**config.mk**
```make
export PLATFORM = sky130hd
export DESIGN_NAME = skinny_sbox8_dom1_byte_sequencer_flat
export DESIGN_NICKNAME = d
export VERILOG_FILES = /design/src/rtl/skinny_sbox8_dom1_byte_sequencer_if.sv /design/src/rtl/skinny_sbox8_dom1_byte_sequencer.sv /design/src/flat_wrapper.sv
export SDC_FILE = /design/constraint.sdc
export NUM_CORES = 1
export LEC_CHECK = 0
export ABC_AREA = 1
export CAP_MARGIN = 20
export CORE_MARGIN = 2
export CORE_UTILIZATION = 28
export CTS_BUF_LIST = sky130_fd_sc_hd__clkbuf_2 sky130_fd_sc_hd__clkbuf_4 sky130_fd_sc_hd__clkbuf_8
export CTS_CLUSTER_SIZE = 12
export DETAILED_ROUTE_END_ITERATION = 8
export DONT_BUFFER_PORTS = 1
export GPL_ROUTABILITY_DRIVEN = 0
export PLACE_DENSITY_LB_ADDON = 0.05
export SYNTH_ARGS = -nofsm -noshare
export SYNTH_HDL_FRONTEND = slang
export SYNTH_SLANG_ARGS = --single-unit
```
**constraint.sdc**
```tcl
create_clock -name clk -period 4.58 [get_ports clk]
set_input_delay 0.916 -clock clk [delete_from_list [all_inputs] [get_ports clk]]
set_output_delay 0.916 -clock clk [all_outputs]
set_load 0.02 [all_outputs]
```
**src/rtl/skinny_sbox8_dom1_byte_sequencer_if.sv**
```systemverilog
// Bundle between the round-state register, the masked SKINNY sbox8 and the
// byte sequencer. The sequencer takes the slave side; the environment takes the master side.
interface skinny_sbox8_dom1_byte_sequencer_if;
  logic         start;
  logic         busy;
  logic         done;
  logic [127:0] si0;
  logic [127:0] si1;
  logic [127:0] so0;
  logic [127:0] so1;
  logic [7:0]   rnd;
  logic         rnd_valid;
  logic         rnd_ready;
  logic [7:0]   sb_si0;
  logic [7:0]   sb_si1;
  logic [7:0]   sb_r;
  logic [7:0]   sb_bo0;
  logic [7:0]   sb_bo1;

  modport master (
    output start, si0, si1, rnd, rnd_valid, sb_bo0, sb_bo1,
    input  busy, done, so0, so1, rnd_ready, sb_si0, sb_si1, sb_r
  );

  modport slave (
    input  start, si0, si1, rnd, rnd_valid, sb_bo0, sb_bo1,
    output busy, done, so0, so1, rnd_ready, sb_si0, sb_si1, sb_r
  );
endinterface

```
**src/rtl/skinny_sbox8_dom1_byte_sequencer.sv**
```systemverilog
// Byte sequencer for the 2-share DOM1 SKINNY sbox8.
// The two state shares are handled separately all the way through. They are never
// combined with each other. Each byte and its fresh mask stay in registers that feed
// the sbox directly. They hold still for the sbox latency, and the result is captured
// one cycle after the sbox output becomes valid.
//
// state | meaning
// IDLE  | waiting for start; so0/so1 hold the last result
// FETCH | waiting for a fresh mask byte (rnd_ready=1)
// HOLD  | sbox inputs frozen; counting up to SBOX_LAT, then capture
// DONE  | one-cycle completion pulse
module skinny_sbox8_dom1_byte_sequencer #(
  parameter int SBOX_LAT = 4,
  parameter int NBYTES   = 16
) (
  input logic clk,
  input logic rst_n,
  skinny_sbox8_dom1_byte_sequencer_if.slave bus
);

  localparam int SW = 8 * NBYTES;
  localparam int IW = (NBYTES > 1) ? $clog2(NBYTES) : 1;
  localparam int CW = $clog2(SBOX_LAT + 1);
  localparam logic [IW-1:0] LAST_IDX = IW'(NBYTES - 1);
  localparam logic [CW-1:0] CAP_CNT  = CW'(SBOX_LAT);

  typedef enum logic [1:0] {
    ST_IDLE  = 2'd0,
    ST_FETCH = 2'd1,
    ST_HOLD  = 2'd2,
    ST_DONE  = 2'd3
  } state_t;

  state_t        state_q, state_d;
  logic [IW-1:0] idx_q, idx_d;
  logic [CW-1:0] cnt_q, cnt_d;
  logic [SW-1:0] buf0_q, buf0_d;
  logic [SW-1:0] buf1_q, buf1_d;
  logic [SW-1:0] so0_q, so0_d;
  logic [SW-1:0] so1_q, so1_d;
  logic [7:0]    sb_si0_q, sb_si0_d;
  logic [7:0]    sb_si1_q, sb_si1_d;
  logic [7:0]    sb_r_q, sb_r_d;

  logic          capture;
  logic [IW+2:0] byte_off;
  logic          busy_o, done_o, rnd_ready_o;

  assign byte_off = {idx_q, 3'b000};
  assign capture  = (state_q == ST_HOLD) && (cnt_q == CAP_CNT);

  // State register.
  always_ff @(posedge clk or negedge rst_n) begin
    if (!rst_n) begin
      state_q <= ST_IDLE;
    end else begin
      state_q <= state_d;
    end
  end

  // Next-state logic. start is only looked at in IDLE.
  always_comb begin
    state_d = state_q;
    case (state_q)
      ST_IDLE:  if (bus.start) state_d = ST_FETCH;
      ST_FETCH: if (bus.rnd_valid) state_d = ST_HOLD;
      ST_HOLD:  if (capture) state_d = (idx_q == LAST_IDX) ? ST_DONE : ST_FETCH;
      ST_DONE:  state_d = ST_IDLE;
      default:  state_d = ST_IDLE;
    endcase
  end

  // Outputs decoded from the state register.
  always_comb begin
    busy_o      = (state_q != ST_IDLE);
    done_o      = (state_q == ST_DONE);
    rnd_ready_o = (state_q == ST_FETCH);
  end

  // Datapath next values. The sbox input registers load only on the FETCH->HOLD handshake.
  always_comb begin
    idx_d    = idx_q;
    cnt_d    = cnt_q;
    buf0_d   = buf0_q;
    buf1_d   = buf1_q;
    so0_d    = so0_q;
    so1_d    = so1_q;
    sb_si0_d = sb_si0_q;
    sb_si1_d = sb_si1_q;
    sb_r_d   = sb_r_q;
    case (state_q)
      ST_IDLE: begin
        if (bus.start) begin
          buf0_d = bus.si0;
          buf1_d = bus.si1;
          idx_d  = '0;
        end
      end
      ST_FETCH: begin
        if (bus.rnd_valid) begin
          sb_si0_d = buf0_q[byte_off +: 8];
          sb_si1_d = buf1_q[byte_off +: 8];
          sb_r_d   = bus.rnd;
          cnt_d    = '0;
        end
      end
      ST_HOLD: begin
        if (capture) begin
          so0_d[byte_off +: 8] = bus.sb_bo0;
          so1_d[byte_off +: 8] = bus.sb_bo1;
          cnt_d                = '0;
          if (idx_q != LAST_IDX) idx_d = idx_q + IW'(1);
        end else begin
          cnt_d = cnt_q + CW'(1);
        end
      end
      default: ;
    endcase
  end

  // Datapath registers; a reset mid-run discards everything, including partial results.
  always_ff @(posedge clk or negedge rst_n) begin
    if (!rst_n) begin
      idx_q    <= '0;
      cnt_q    <= '0;
      buf0_q   <= '0;
      buf1_q   <= '0;
      so0_q    <= '0;
      so1_q    <= '0;
      sb_si0_q <= '0;
      sb_si1_q <= '0;
      sb_r_q   <= '0;
    end else begin
      idx_q    <= idx_d;
      cnt_q    <= cnt_d;
      buf0_q   <= buf0_d;
      buf1_q   <= buf1_d;
      so0_q    <= so0_d;
      so1_q    <= so1_d;
      sb_si0_q <= sb_si0_d;
      sb_si1_q <= sb_si1_d;
      sb_r_q   <= sb_r_d;
    end
  end

  assign bus.busy      = busy_o;
  assign bus.done      = done_o;
  assign bus.rnd_ready = rnd_ready_o;
  assign bus.so0       = so0_q;
  assign bus.so1       = so1_q;
  assign bus.sb_si0    = sb_si0_q;
  assign bus.sb_si1    = sb_si1_q;
  assign bus.sb_r      = sb_r_q;

endmodule

```
**src/flat_wrapper.sv**
```systemverilog
// flat-port wrapper written by rule: the top's interface ports become plain ports
module skinny_sbox8_dom1_byte_sequencer_flat 
#(
  parameter int SBOX_LAT = 4,
  parameter int NBYTES   = 16
)
  (clk, rst_n, bus_start, bus_si0, bus_si1, bus_rnd, bus_rnd_valid, bus_sb_bo0, bus_sb_bo1, bus_busy, bus_done, bus_so0, bus_so1, bus_rnd_ready, bus_sb_si0, bus_sb_si1, bus_sb_r);
  skinny_sbox8_dom1_byte_sequencer_if bus_i ();
  input logic clk;
  input logic rst_n;
  input wire logic [$bits(bus_i.start)-1:0] bus_start;
  input wire logic [$bits(bus_i.si0)-1:0] bus_si0;
  input wire logic [$bits(bus_i.si1)-1:0] bus_si1;
  input wire logic [$bits(bus_i.rnd)-1:0] bus_rnd;
  input wire logic [$bits(bus_i.rnd_valid)-1:0] bus_rnd_valid;
  input wire logic [$bits(bus_i.sb_bo0)-1:0] bus_sb_bo0;
  input wire logic [$bits(bus_i.sb_bo1)-1:0] bus_sb_bo1;
  output wire logic [$bits(bus_i.busy)-1:0] bus_busy;
  output wire logic [$bits(bus_i.done)-1:0] bus_done;
  output wire logic [$bits(bus_i.so0)-1:0] bus_so0;
  output wire logic [$bits(bus_i.so1)-1:0] bus_so1;
  output wire logic [$bits(bus_i.rnd_ready)-1:0] bus_rnd_ready;
  output wire logic [$bits(bus_i.sb_si0)-1:0] bus_sb_si0;
  output wire logic [$bits(bus_i.sb_si1)-1:0] bus_sb_si1;
  output wire logic [$bits(bus_i.sb_r)-1:0] bus_sb_r;
  assign bus_i.start = bus_start;
  assign bus_i.si0 = bus_si0;
  assign bus_i.si1 = bus_si1;
  assign bus_i.rnd = bus_rnd;
  assign bus_i.rnd_valid = bus_rnd_valid;
  assign bus_i.sb_bo0 = bus_sb_bo0;
  assign bus_i.sb_bo1 = bus_sb_bo1;
  assign bus_busy = bus_i.busy;
  assign bus_done = bus_i.done;
  assign bus_so0 = bus_i.so0;
  assign bus_so1 = bus_i.so1;
  assign bus_rnd_ready = bus_i.rnd_ready;
  assign bus_sb_si0 = bus_i.sb_si0;
  assign bus_sb_si1 = bus_i.sb_si1;
  assign bus_sb_r = bus_i.sb_r;
  skinny_sbox8_dom1_byte_sequencer #(.SBOX_LAT(SBOX_LAT), .NBYTES(NBYTES)) u_core (.clk(clk), .rst_n(rst_n), .bus(bus_i));
endmodule
```
==> metrics.md <==
| Metric | Value |
|---|---|
| CTS Buf Count | `105` |
| Most common cell in the netlist | `nand2_1` |
| Synth top area share | `57.48%` |
| Post-synth top area cell | `dfrtp_1` |
| First-pass GRT wire length | `127500 um` |
| Worst Hold Class | `in2async` |
| H-Tree Depth | `3` |
| Crit path arrival time | `3.98 ns` |
| Status | `finished, violations left` |
| Via count | `17590` |
| Die area | `0.08709 mm2` |
| Synth Warn # | `0` |
| Synth area leaders | `dfrtp_1 57%, nand2_1 14%, mux2_2 11%` |
| Asr flop ratio synth | `100.0%` |
| Hold WS | `-0.1035 ns` |
| # IOs | `567` |
| #FFs+latches synth | `545` |
| Max_cap viols | `0` |
| Initial detailed-routing violation count | `1038` |
| Largest net degree at the start of global routing | `546` |
| Main synth FF type | `dfrtp_1` |
| 1st-pass router iterations | `5` |
| Share of layout cells above drive strength 1 | `18.60%` |
| Maximum clock frequency | `296.6 MHz` |
| Synth unique cells | `33` |
| Width of the die | `295.1 um` |
| Lkg Pwr | `12.23 nW` |
| Final setup skew | `0.03515 ns` |
| DRC | `0` |
| Mean Syn Cell Area | `9.420 um2` |
| Crit path launch type | `register` |
| Crit share post-route | `73.61%` |
| Syn_nets | `2809` |
| Initial antenna violation count | `48` |
| Site Rows | `106` |
| CTS tree | `yes` |
| Final Slew Violations | `147` |
| Total GRT Usage | `20.02%` |
| Kind of critical path | `reg2reg` |
| Starting Density | `28.31%` |
| Total wire length | `88930 um` |
| Sequential element share of the synthesized area | `57.48%` |
| Mean number of vias per cell | `4.716` |
| Fin util | `32.25%` |
| Gates resized, CTS repair | `0` |
| Area grow syn2layout | `13.93%` |
| Cells after Synth | `2519` |
| Max FO, Critical Path | `53` |
| Failing checks | `negative hold slack, max-slew violations` |
| I/O Buffers | `0` |
| Synthesized area | `0.02373 mm2` |
| Post-detailed-route count of antenna-violating nets | `0` |
| Min cycle time layout | `3.371 ns` |
| Overflow after GRT | `0` |
| Setup TNS | `0 ns` |
| Nets@finish | `2786` |
| Die Y-Extent | `295.1 um` |
| Post-DP Area | `0.02467 mm2` |
| Power per cell area | `704.9 mW/mm2` |
| Hpwl dp | `61840 um` |
| Clk root buf | `clkbuf_8` |
| Core Footprint | `0.08382 mm2` |
| Post-synth top cells | `913 x nand2_1, 545 x dfrtp_1, 229 x mux2_2` |
| RSZ-0062 raised after global routing | `no` |
| Data required, critical path | `5.19 ns` |
| Setup violations, final | `0` |
| Clock Pin Slew Worst Setup and Hold Paths | `0.06 ns` |
| Design Area, Final | `0.02703 mm2` |
| Final hold violations | `130` |
| Slew @ Worst Pin | `1.890 ns` |
| Clock latency on the worst-skew pair | `0.72 ns` |
| Worst vdd ir | `0.0003980 V` |
| Vias in the first global route | `17960` |
| CTS max path bufs | `3` |
| Slew headroom | `-26.01%` |
| Wire per inst | `23.85 um` |
| # clock sinks | `545` |
| CP Capture Type | `register` |
| Post-synth EDFFs | `0` |
[power by group]
part / total (mW) / internal (mW) / switching (mW)
registers: 8.11 / 6.47 / 1.65
clock network: 5.32 / 3.09 / 2.23
logic: 5.63 / 2.06 / 3.56
[logic make-up after synthesis]
group | share of synthesized area, %
and+or+nand+nor | 20.63
DFF | 57.48
AOI/OAI and AO/OA | 6.149
buffers and inverters | 4.371
muxes | 10.87
adders and majority gates | 0.3164
xor gates and xnor gates | 0.1899
[routing by layer]
metal	global-route usage, %	up-vias	part of all wire (%)
met4	7.825	58	3.6
met3	8.074	197	9.3
met2	34.26	570	49
met1	22.19	8607	37
met5	0	-	0.42
li1	-	8155	-
[placed cells by master, fill, tap and decap left out, types with 6 or more instances in the layout]
master	instances
a21oi_1	99
buf_4	11
clkbuf_4	50
clkbuf_8	131
dfrtp_1	544
diode_2	14
ha_1	6
inv_1	91
mux2_2	229
nand2_1	911
nand2_2	12
nand3_1	106
nand4_1	16
nor2_1	107
nor2_4	9
nor3_1	25
o21ai_0	171
o21ai_1	20
[final timing paths]
kind / from / to / slack (ns) / depth (start not counted)
max: u_core.idx_q[2] / u_core.bus.so1[91] / 1.21 / 6
min: rst_n / u_core.bus.so0[21] / -0.10 / 0
max reg2reg: u_core.idx_q[2] / u_core.bus.so1[91] / 1.21 / 6
min reg2reg: u_core.buf1_q[102] / u_core.buf1_q[102] / 0.50 / 1
max in group asynchronous: rst_n / u_core.buf1_q[67] / 3.16 / 0
min in group clk: bus_rnd[4] / u_core.bus.sb_r[4] / 0.30 / 2
[per-stage QoR]
step                      total power [mW]  cells  setup slack (ns)  hold slack (ns)
final                                19.06   3729             1.209          -0.1035
after global routing                 20.43   3726            0.7976          -0.1499
after global placement               13.89   3523             1.244           0.4877
after detailed placement             13.98   3523             1.127           0.4924
after CTS                            19.44   3715             1.138          -0.1782
after floorplan                      11.95   2519             1.917           0.4777
[timing repair]
item | CTS | global route
endpoints found under the hold margin | 545 | 324
setup buffers | 0 | 0
endpoints found under the setup margin | 0 | 0
[critical path, cell delays in order (launching register included)]
cell and delay, ns:
dfrtp_1 0.56, nor2_8 0.65, nand3_2 0.16, nand2_2 0.27, buf_4 0.54, nand3_2 0.67, o21ai_0 0.41
[flip-flops by register name, indices dropped and copies added, names as in the netlist]
signal / flops
u_core.cnt_q: 3
u_core.bus.so1: 128
u_core.bus.sb_si0: 8
u_core.bus.so0: 128
u_core.state_q: 2
u_core.buf0_q: 128
u_core.bus.sb_si1: 8
u_core.buf1_q: 128
u_core.bus.sb_r: 8
u_core.idx_q: 4
[cell type report]
class / instances / area [um2]
clock buffer: 181 / 2178
tap: 1134 / 1419
inverter: 99 / 379.1
antenna: 14 / 35.03
multi-input combinational: 1730 / 9070
fill: 8903 / 56790
clock inverter: 11 / 147.6
timing repair buffer: 15 / 162.7
sequential: 545 / 13640
No activity file was read; power rests on OpenSTA's default activity.
